$ cat src/rtl/fetch_pkg.sv
// Shared types and constants for the LEGv8 instruction fetch stage.
package fetch_pkg;
  typedef enum logic [2:0] {S_IDLE, S_REQ, S_WAIT, S_DRAIN, S_HALT} state_e;

  localparam int INSTR_W = 32;
  localparam int OPC_MSB = 31;
  localparam int OPC_LSB = 21;
  localparam int OPC_W   = OPC_MSB - OPC_LSB + 1;
  localparam int PC_INC  = 4;

  function automatic logic [OPC_W-1:0] opcode_of(input logic [INSTR_W-1:0] instr);
    return instr[OPC_MSB:OPC_LSB];
  endfunction
endpackage

$ cat src/rtl/instr_fetch_unit_if.sv
// Fetch bundle: imem request/response, decode handoff and branch redirect.
interface instr_fetch_unit_if
  import fetch_pkg::*;
#(
  parameter int ADDR_W = 64
);
  logic               imem_req_valid;
  logic               imem_req_ready;
  logic [ADDR_W-1:0]  imem_addr;
  logic               imem_rsp_valid;
  logic [INSTR_W-1:0] imem_rsp_data;
  logic               if_valid;
  logic               if_ready;
  logic [INSTR_W-1:0] if_instr;
  logic [OPC_W-1:0]   if_opcode;
  logic [ADDR_W-1:0]  if_pc;
  logic               br_taken;
  logic [ADDR_W-1:0]  br_target;
  logic               fetch_fault;

  modport master (
    output imem_req_valid, imem_addr, if_valid, if_instr, if_opcode, if_pc, fetch_fault,
    input  imem_req_ready, imem_rsp_valid, imem_rsp_data, if_ready, br_taken, br_target
  );

  modport slave (
    input  imem_req_valid, imem_addr, if_valid, if_instr, if_opcode, if_pc, fetch_fault,
    output imem_req_ready, imem_rsp_valid, imem_rsp_data, if_ready, br_taken, br_target
  );
endinterface

$ cat src/rtl/fetch_pc_gen.sv
// PC register: sequential +4 advance, branch redirect, misaligned-target fault.
module fetch_pc_gen
  import fetch_pkg::*;
#(
  parameter int                ADDR_W   = 64,
  parameter logic [ADDR_W-1:0] RESET_PC = '0
) (
  input  logic              clk,
  input  logic              rst_n,
  input  logic              redirect,
  input  logic [ADDR_W-1:0] target,
  input  logic              advance,
  input  logic [ADDR_W-1:0] base,
  output logic [ADDR_W-1:0] pc_q,
  output logic              fault,
  output logic              misaligned
);
  assign misaligned = redirect && (target[1:0] != 2'b00);

  // Advance is relative to the PC of the returned fetch, not pc_q; wraps mod 2^ADDR_W.
  always_ff @(posedge clk or negedge rst_n) begin
    if (!rst_n) begin
      pc_q  <= RESET_PC;
      fault <= 1'b0;
    end else if (redirect) begin
      if (misaligned) fault <= 1'b1;
      else            pc_q  <= target;
    end else if (advance) begin
      pc_q <= base + ADDR_W'(PC_INC);
    end
  end
endmodule

$ cat src/rtl/instr_fetch_unit.sv
// LEGv8 fetch stage: one outstanding imem request, single-entry output register to decode.
module instr_fetch_unit
  import fetch_pkg::*;
#(
  parameter int                ADDR_W   = 64,
  parameter logic [ADDR_W-1:0] RESET_PC = '0
) (
  input logic                clk,
  input logic                rst_n,
  instr_fetch_unit_if.master bus
);
  state_e             state_q, state_d;
  logic [ADDR_W-1:0]  pc_q, req_pc_q, out_pc_q;
  logic [INSTR_W-1:0] instr_q;
  logic               valid_q, fault, misaligned;
  logic               redirect, out_free, req_valid, hs, load;

  assign redirect  = bus.br_taken && (state_q != S_HALT);
  assign out_free  = !valid_q || bus.if_ready;
  assign req_valid = (state_q == S_REQ) && out_free;
  assign hs        = req_valid && bus.imem_req_ready;
  assign load      = (state_q == S_WAIT) && bus.imem_rsp_valid && !redirect;

  fetch_pc_gen #(.ADDR_W(ADDR_W), .RESET_PC(RESET_PC)) u_pc_gen (
    .clk        (clk),
    .rst_n      (rst_n),
    .redirect   (redirect),
    .target     (bus.br_target),
    .advance    (load),
    .base       (req_pc_q),
    .pc_q       (pc_q),
    .fault      (fault),
    .misaligned (misaligned)
  );

  always_ff @(posedge clk or negedge rst_n) begin
    if (!rst_n) state_q <= S_IDLE;
    else        state_q <= state_d;
  end

  // A redirect with a request still in flight must swallow that response (S_DRAIN).
  always_comb begin
    state_d = state_q;
    unique case (state_q)
      S_IDLE:  state_d = S_REQ;
      S_REQ:   if (redirect)    state_d = hs ? S_DRAIN : S_REQ;
               else if (hs)     state_d = S_WAIT;
      S_WAIT:  if (redirect)    state_d = bus.imem_rsp_valid ? S_REQ : S_DRAIN;
               else if (bus.imem_rsp_valid) state_d = S_REQ;
      S_DRAIN: if (bus.imem_rsp_valid) state_d = S_REQ;
      S_HALT:  state_d = S_HALT;
      default: state_d = S_IDLE;
    endcase
    if (misaligned) state_d = S_HALT;
  end

  always_ff @(posedge clk or negedge rst_n) begin
    if (!rst_n) req_pc_q <= '0;
    else if (hs) req_pc_q <= pc_q;
  end

  always_ff @(posedge clk or negedge rst_n) begin
    if (!rst_n) begin
      valid_q  <= 1'b0;
      instr_q  <= '0;
      out_pc_q <= '0;
    end else if (redirect) begin
      valid_q <= 1'b0;
      if (misaligned) begin
        instr_q  <= '0;
        out_pc_q <= '0;
      end
    end else if (load) begin
      valid_q  <= 1'b1;
      instr_q  <= bus.imem_rsp_data;
      out_pc_q <= req_pc_q;
    end else if (valid_q && bus.if_ready) begin
      valid_q <= 1'b0;
    end
  end

  assign bus.imem_req_valid = req_valid;
  assign bus.imem_addr      = req_valid ? pc_q : '0;
  assign bus.if_valid       = valid_q;
  assign bus.if_instr       = instr_q;
  assign bus.if_opcode      = opcode_of(instr_q);
  assign bus.if_pc          = out_pc_q;
  assign bus.fetch_fault    = fault;
endmodule

$ cat src/flat_wrapper.sv
// flat-port wrapper written by rule: the top's interface ports become plain ports
module instr_fetch_unit_flat import fetch_pkg::*;
#(
  parameter int                ADDR_W   = 64,
  parameter logic [ADDR_W-1:0] RESET_PC = '0
)
  (clk, rst_n, bus_imem_req_valid, bus_imem_addr, bus_if_valid, bus_if_instr, bus_if_opcode, bus_if_pc, bus_fetch_fault, bus_imem_req_ready, bus_imem_rsp_valid, bus_imem_rsp_data, bus_if_ready, bus_br_taken, bus_br_target);
  instr_fetch_unit_if #(.ADDR_W(ADDR_W)) bus_i ();
  input logic clk;
  input logic rst_n;
  output wire logic [$bits(bus_i.imem_req_valid)-1:0] bus_imem_req_valid;
  output wire logic [$bits(bus_i.imem_addr)-1:0] bus_imem_addr;
  output wire logic [$bits(bus_i.if_valid)-1:0] bus_if_valid;
  output wire logic [$bits(bus_i.if_instr)-1:0] bus_if_instr;
  output wire logic [$bits(bus_i.if_opcode)-1:0] bus_if_opcode;
  output wire logic [$bits(bus_i.if_pc)-1:0] bus_if_pc;
  output wire logic [$bits(bus_i.fetch_fault)-1:0] bus_fetch_fault;
  input wire logic [$bits(bus_i.imem_req_ready)-1:0] bus_imem_req_ready;
  input wire logic [$bits(bus_i.imem_rsp_valid)-1:0] bus_imem_rsp_valid;
  input wire logic [$bits(bus_i.imem_rsp_data)-1:0] bus_imem_rsp_data;
  input wire logic [$bits(bus_i.if_ready)-1:0] bus_if_ready;
  input wire logic [$bits(bus_i.br_taken)-1:0] bus_br_taken;
  input wire logic [$bits(bus_i.br_target)-1:0] bus_br_target;
  assign bus_imem_req_valid = bus_i.imem_req_valid;
  assign bus_imem_addr = bus_i.imem_addr;
  assign bus_if_valid = bus_i.if_valid;
  assign bus_if_instr = bus_i.if_instr;
  assign bus_if_opcode = bus_i.if_opcode;
  assign bus_if_pc = bus_i.if_pc;
  assign bus_fetch_fault = bus_i.fetch_fault;
  assign bus_i.imem_req_ready = bus_imem_req_ready;
  assign bus_i.imem_rsp_valid = bus_imem_rsp_valid;
  assign bus_i.imem_rsp_data = bus_imem_rsp_data;
  assign bus_i.if_ready = bus_if_ready;
  assign bus_i.br_taken = bus_br_taken;
  assign bus_i.br_target = bus_br_target;
  instr_fetch_unit #(.ADDR_W(ADDR_W), .RESET_PC(RESET_PC)) u_core (.clk(clk), .rst_n(rst_n), .bus(bus_i));
endmodule
$ cat config.mk
export PLATFORM = sky130hd
export DESIGN_NAME = instr_fetch_unit_flat
export DESIGN_NICKNAME = d
export VERILOG_FILES = /design/src/rtl/fetch_pkg.sv /design/src/rtl/instr_fetch_unit_if.sv /design/src/rtl/fetch_pc_gen.sv /design/src/rtl/instr_fetch_unit.sv /design/src/flat_wrapper.sv
export SDC_FILE = /design/constraint.sdc
export NUM_CORES = 1
export LEC_CHECK = 0
export ABC_CLOCK_PERIOD_IN_PS = 4800
export CAP_MARGIN = 5
export CORE_MARGIN = 2
export CORE_UTILIZATION = 45
export DETAILED_ROUTE_END_ITERATION = 10
export GPL_ROUTABILITY_DRIVEN = 0
export PLACE_DENSITY = 0.74
export SYNTH_ARGS = -nofsm -noshare
export SYNTH_HDL_FRONTEND = slang
export SYNTH_HIERARCHICAL = 1
export SYNTH_SLANG_ARGS = --single-unit
$ cat constraint.sdc
create_clock -name clk -period 4.8 [get_ports clk]
set_input_delay 0.48 -clock clk [delete_from_list [all_inputs] [get_ports clk]]
set_output_delay 0.48 -clock clk [all_outputs]
set_load 0.1 [all_outputs]
### After elaboration in Yosys (flattened, before gate mapping)

Cells that the tools add are included.

* reduce and logical (&&, ||, !) cells: 17
* eq/ne operators: 8
* muxes and demuxes: 21
* add/sub/neg operators: 1

Operators with widths (count)
* 64-bit 2-to-1 mux: 7
* 32-bit 2-to-1 mux: 3
* 64-bit by 3-bit adder with 64-bit output (second input constant): 1
* 3-bit 2-to-1 mux: 5
* 3-bit one-hot mux with 5 select lines: 1
* 1-bit logical AND: 7
* 3-bit by 2-bit equality test with 1-bit output (second input constant): 2
* 2-bit AND reduction: 3
* 2-bit 2-to-1 mux: 2
* 4-bit by 1-bit != test with 1-bit output (second input constant): 1
* 2-bit nonzero test: 2
* 3-bit by 1-bit equality test with 1-bit output (second input constant): 1
* 3-bit equality test (second input constant): 1
* 3-bit zero test: 1
* 1-bit 2-to-1 mux: 3
* 3-bit != test (second input constant): 1
* 3-bit nonzero test: 1
* 1-bit zero test: 2
* 2-bit by 1-bit != test with 1-bit output (second input constant): 1
* 2-bit != test (second input constant): 1
* 1-bit logical OR: 1

* bits of input ports: 102
* output and inout bits: 174
* bits in registers: 229
* word-level logic and storage cells: 54

### Longest topological paths before layout

* depth after elaboration: 8
* depth in mapped cells: 11
* depth with buffers taken out: 8

### Cells and area by module

The synthesis kept the hierarchy.

Modules (own cells, without submodules)
* instr_fetch_unit: area each 6536.3 um2, cells each 455, seq. area each 4103.9 um2, times used 1
* fetch_pc_gen: area each 4232.8 um2, cells each 520, seq. area each 1626.6 um2, times used 1

### Least setup slack after synthesis

Ideal clock, no wire load.

* path type: register to output
* start: register u_core.valid_q, in the netlist u_core/bus.if_valid
* end: output port bus_imem_addr[54]
* data required time: 4320 ps
* buffers on the path: 1
* data arrival time: 3031 ps
* cell stages (with the launch flop): 5
* path slack: 1289 ps
* cells stage by stage: dfrtp_1 > nand2b_1 > and3_1 > clkbuf_1 > and2_1

* word-level cells in the longest chain between the ends: 4

Ends and longest elaborated chain
* from (decl): line instr_fetch_unit.sv:15 `logic valid_q, fault, misaligned;`
* from (signal assigned): line instr_fetch_unit.sv:64 `valid_q <= 1'b0;`
* from (signal assigned): line instr_fetch_unit.sv:68 `valid_q <= 1'b0;`
* from (signal assigned): line instr_fetch_unit.sv:74 `valid_q <= 1'b1;`
* 1-bit zero test: line instr_fetch_unit.sv:19 `assign out_free = !valid_q || bus.if_ready;`
* 1-bit logical OR: line instr_fetch_unit.sv:19
* 1-bit logical AND: line instr_fetch_unit.sv:20 `assign req_valid = (state_q == S_REQ) && out_free;`
* named net bus_imem_req_valid: line flat_wrapper.sv:11 `output wire logic [$bits(bus_i.imem_req_valid)-1:0] bus_imem_req_valid;`
* 64-bit 2-to-1 mux: line instr_fetch_unit.sv:83 `assign bus.imem_addr = req_valid ? pc_q : '0;`
* to (decl): line flat_wrapper.sv:12 `output wire logic [$bits(bus_i.imem_addr)-1:0] bus_imem_addr;`

The timed path passes the listed nets, and every way through them passes these cells.

### Worst setup path after layout

* start: register u_core.state_q[0]
* end: output port bus_imem_addr[35]

* word-level cells in the longest chain between the ends: 3

Ends and longest elaborated chain
* from (decl): line instr_fetch_unit.sv:12 `state_e state_q, state_d;`
* from (signal assigned): line instr_fetch_unit.sv:38 `else state_q <= state_d;`
* 3-bit by 1-bit equality test with 1-bit output: line instr_fetch_unit.sv:20
* 1-bit logical AND: line instr_fetch_unit.sv:20
* 64-bit 2-to-1 mux: line instr_fetch_unit.sv:83

Every way passes these cells.

==> metrics.md <==
| Metric | Value |
|---|---|
| RSZ-0062 raised after global routing | `no` |
| Switching pwr | `4.98 mW` |
| Port Buf Inserts | `275` |
| Largest net degree at the start of global routing | `133` |
| Cts hold-fix bufs | `0` |
| Post-DR wirelength/cell | `20.9 um` |
| Final HPWL DP | `21.8 mm` |
| Top-area cell type share of the netlist area | `53.2%` |
| Synth area leader | `dfrtp_1` |
| Max Clk Rate | `293 MHz` |
| Largest cells by area after synthesis | `dfrtp_1, a22o_1, mux2_2, and2_1, xnor2_1` |
| Layout cells sized above 1 | `15.0%` |
| Post-Route WL | `32.6 mm` |
| # fillers | `1929` |
| Setup TNS | `0 ns` |
| Post-synth net total | `1078` |
| FF+latch area | `5730 um^2` |
| Most frequent cells in the layout | `dfrtp_1, clkdlybuf4s50_1, a22o_1` |
| Via Count | `8846` |
| Comb pwr share | `47.6%` |
| Status | `finished clean` |
| Crit Path Max Fanout | `22` |
| CP Launch Point | `u_core/state_q[0]` |
| Number of failing hold endpoints at the final stage | `0` |
| Initial core utilization | `45.9%` |
| Critical path destination | `bus_imem_addr[35]` |
| First-pass GRT wire length | `49.5 mm` |
| Die area | `25200 um^2` |
| GRT overflow | `0` |
| Tot GR Track Use | `25.3%` |
| Unique masters post-synth | `53` |
| Max-slew violations | `0` |
| Initial antenna violation count | `1` |
| Die Span Y | `159 um` |
| Number of synthesized flops with an enable pin | `0` |
| Final Total Pwr | `10.2 mW` |
| Synth warnings | `6` |
| Sink Count | `229` |
| DR iter-0 viols | `694` |
| First-pass iteration count of the detailed router | `5` |
| R2R Path End | `u_core/u_pc_gen/pc_q[59]` |
| Post-synth ARST share | `100%` |
| Cts repair resizes | `0` |
| Min cycle time layout | `3.41 ns` |
| Setup crit end kind | `primary output` |
| PwrDens | `708 nW/um^2` |
| Most common cell after layout, fill and taps aside | `dfrtp_1` |
| Skew-Pair Late Insertion Delay | `0.52 ns` |
| Clock share of power | `19.7%` |
| Boundary Pins | `276` |
| Worst slack, placed | `1.33 ns` |
| Clk_skew | `0.0125 ns` |
| Sequential area share after synthesis | `53.2%` |
| Layout area overhead | `33.9%` |
| Setup WS post-layout | `1.39 ns` |
| DRC | `0` |
| Setup Viol. Count Final | `0` |
| Clock root buffer | `clkbuf_16` |
| Int Power | `5.24 mW` |
| DIE WIDTH | `159 um` |
| CTS buffer count | `26` |
| Crit Path Category | `flop to primary output` |
| Period utilisation layout | `71.1%` |
| Std-Cell Rows | `56` |
| Syn avg cell area | `11.0 um^2` |
| R2R Path Start | `u_core/req_pc_q[10]` |
| Worst vdd ir | `0.396 mV` |
| Synth Flop Type | `dfrtp_1` |
| Slew @ Worst Pin | `1.06 ns` |
| Max-Cap Viols | `0` |
| Detail Route Antenna Nets | `0` |
| Vias in the first global route | `8712` |
| Sw frac | `48.7%` |
| Min-Delay Path Class | `input port to asynchronous set/reset pin` |
| Reg-to-reg slack, setup | `1.79 ns` |
| Vias per cell | `5.67` |
| Area occupied by multi-input gates | `4600 um^2` |
| Post-CTS setup repair buffer count | `0` |
| Layout Utilization | `61.4%` |
| #FFs+latches synth | `229` |
| WP data required | `4.32 ns` |
| Worst setup SP type | `flop` |
| Netlist Area Pre-Place | `10800 um^2` |
| Longest Clk Path Bufs | `3` |
| Max_slew headroom | `29.4%` |
| Cells after Synth | `975` |
| Clock-pin slew of the registers on the worst-case setup and hold paths | `0.05 ns` |
| Total core area | `23500 um^2` |
| Worst Path Arrival | `2.93 ns` |
| Pleak | `6.13 nW` |
| Reg2reg path depth | `5` |
| Reg power frac | `32.7%` |
| Nets | `1322` |
| TritonCTS clock tree | `yes` |
| H-tree depth | `1` |
## cell type report
cell class              count  share of cell area (%)
inverters                   9                   0.234
diodes                      1                  0.0173
clock inverters             6                   0.581
clock buffers              42                    5.56
repair buffers            292                    19.2
flip-flops and latches    229                    39.7
well taps                 319                    2.77
multi-input cells         661                    31.9
## through the flow
stage	std cells	instance area (um^2)	hold slack [ns]
CTS	1558	14400	0.123
detailed placement	1510	13500	0.481
global route	1559	14400	0.164
finish	1559	14400	0.0288
floorplan	975	10800	0.184
global placement	1510	13500	0.479
## kinds of logic (layout without fill, tap and decap cells)
family,count (synthesis),after routing,share of synthesized area (%)
xor gates and xnor gates,54,54,4.39
other,0,1,0
muxes,75,75,7.71
buffers and inverters,85,349,4.36
adders and majority gates,1,1,0.116
DFF,229,229,53.2
and+or+nand+nor,304,304,15.1
AOI/OAI and AO/OA,227,227,15.1
## routing by layer
metal	vias up	part of all wire [%]	global-route usage, %
met1	4388	43	36.1
met5	-	0	0
met2	391	47	40.2
met4	0	2.6	7.89
li1	4006	-	-
met3	61	7.2	3.65
## state kept, by name, summed over array words and instances (netlist names)
signal / flops
u_core/req_pc_q: 64
u_core/bus.if_instr: 32
u_core/state_q: 3
u_core/bus.if_pc: 64
u_core/bus.if_valid: 1
u_core/u_pc_gen/pc_q: 64
u_core/u_pc_gen/fault: 1
## synthesized netlist by cell type (2+ instances only)
library cell	number
a21oi_1	42
a221o_1	2
a22o_1	96
a31oi_1	2
a32o_1	2
and2_1	66
and3_1	10
and4_1	5
buf_1	3
buf_2	9
buf_4	18
buf_6	8
clkbuf_1	37
dfrtp_1	229
inv_1	9
mux2_2	64
mux2i_1	11
nand2_1	66
nand2b_1	6
nand3_1	23
nand4_1	17
nor2_1	62
nor2b_1	4
nor3_1	13
nor4_1	10
nor4_2	2
nor4_4	3
o211ai_1	3
o21a_1	4
o21ai_0	39
o221ai_1	5
o22ai_1	22
or2_2	2
or3_1	10
xnor2_1	44
xor2_1	10
## power by group through the flow
stage	Combinational [mW]	Sequential (mW)	Clock, mW
after CTS	4.87	3.32	2.05
after global placement	4.79	3.33	0
after global routing	5.08	3.44	2.14
final	4.86	3.34	2.01
after floorplan	2.73	4.21	0
after detailed placement	4.85	3.35	0
## worst min path at each step
stage,from,endpoint,slack [ns],cells after the start
global placement,u_core/u_pc_gen/pc_q[11],u_core/u_pc_gen/pc_q[11],0.48,2
finish,rst_n,u_core/u_pc_gen/pc_q[9],0.03,1
CTS,rst_n,u_core/u_pc_gen/pc_q[9],0.12,1
detailed placement,u_core/bus.if_pc[10],u_core/bus.if_pc[10],0.48,1
floorplan,rst_n,u_core/bus.if_instr[0],0.18,0
global route,rst_n,u_core/req_pc_q[26],0.16,1
## critical path, stage by stage (launching register included)
cell and delay [ns]:
dfrtp_1 0.57, and3_2 0.50, and2_1 0.19, clkdlybuf4s50_1 1.14
Power figures use the tool's default switching activity.
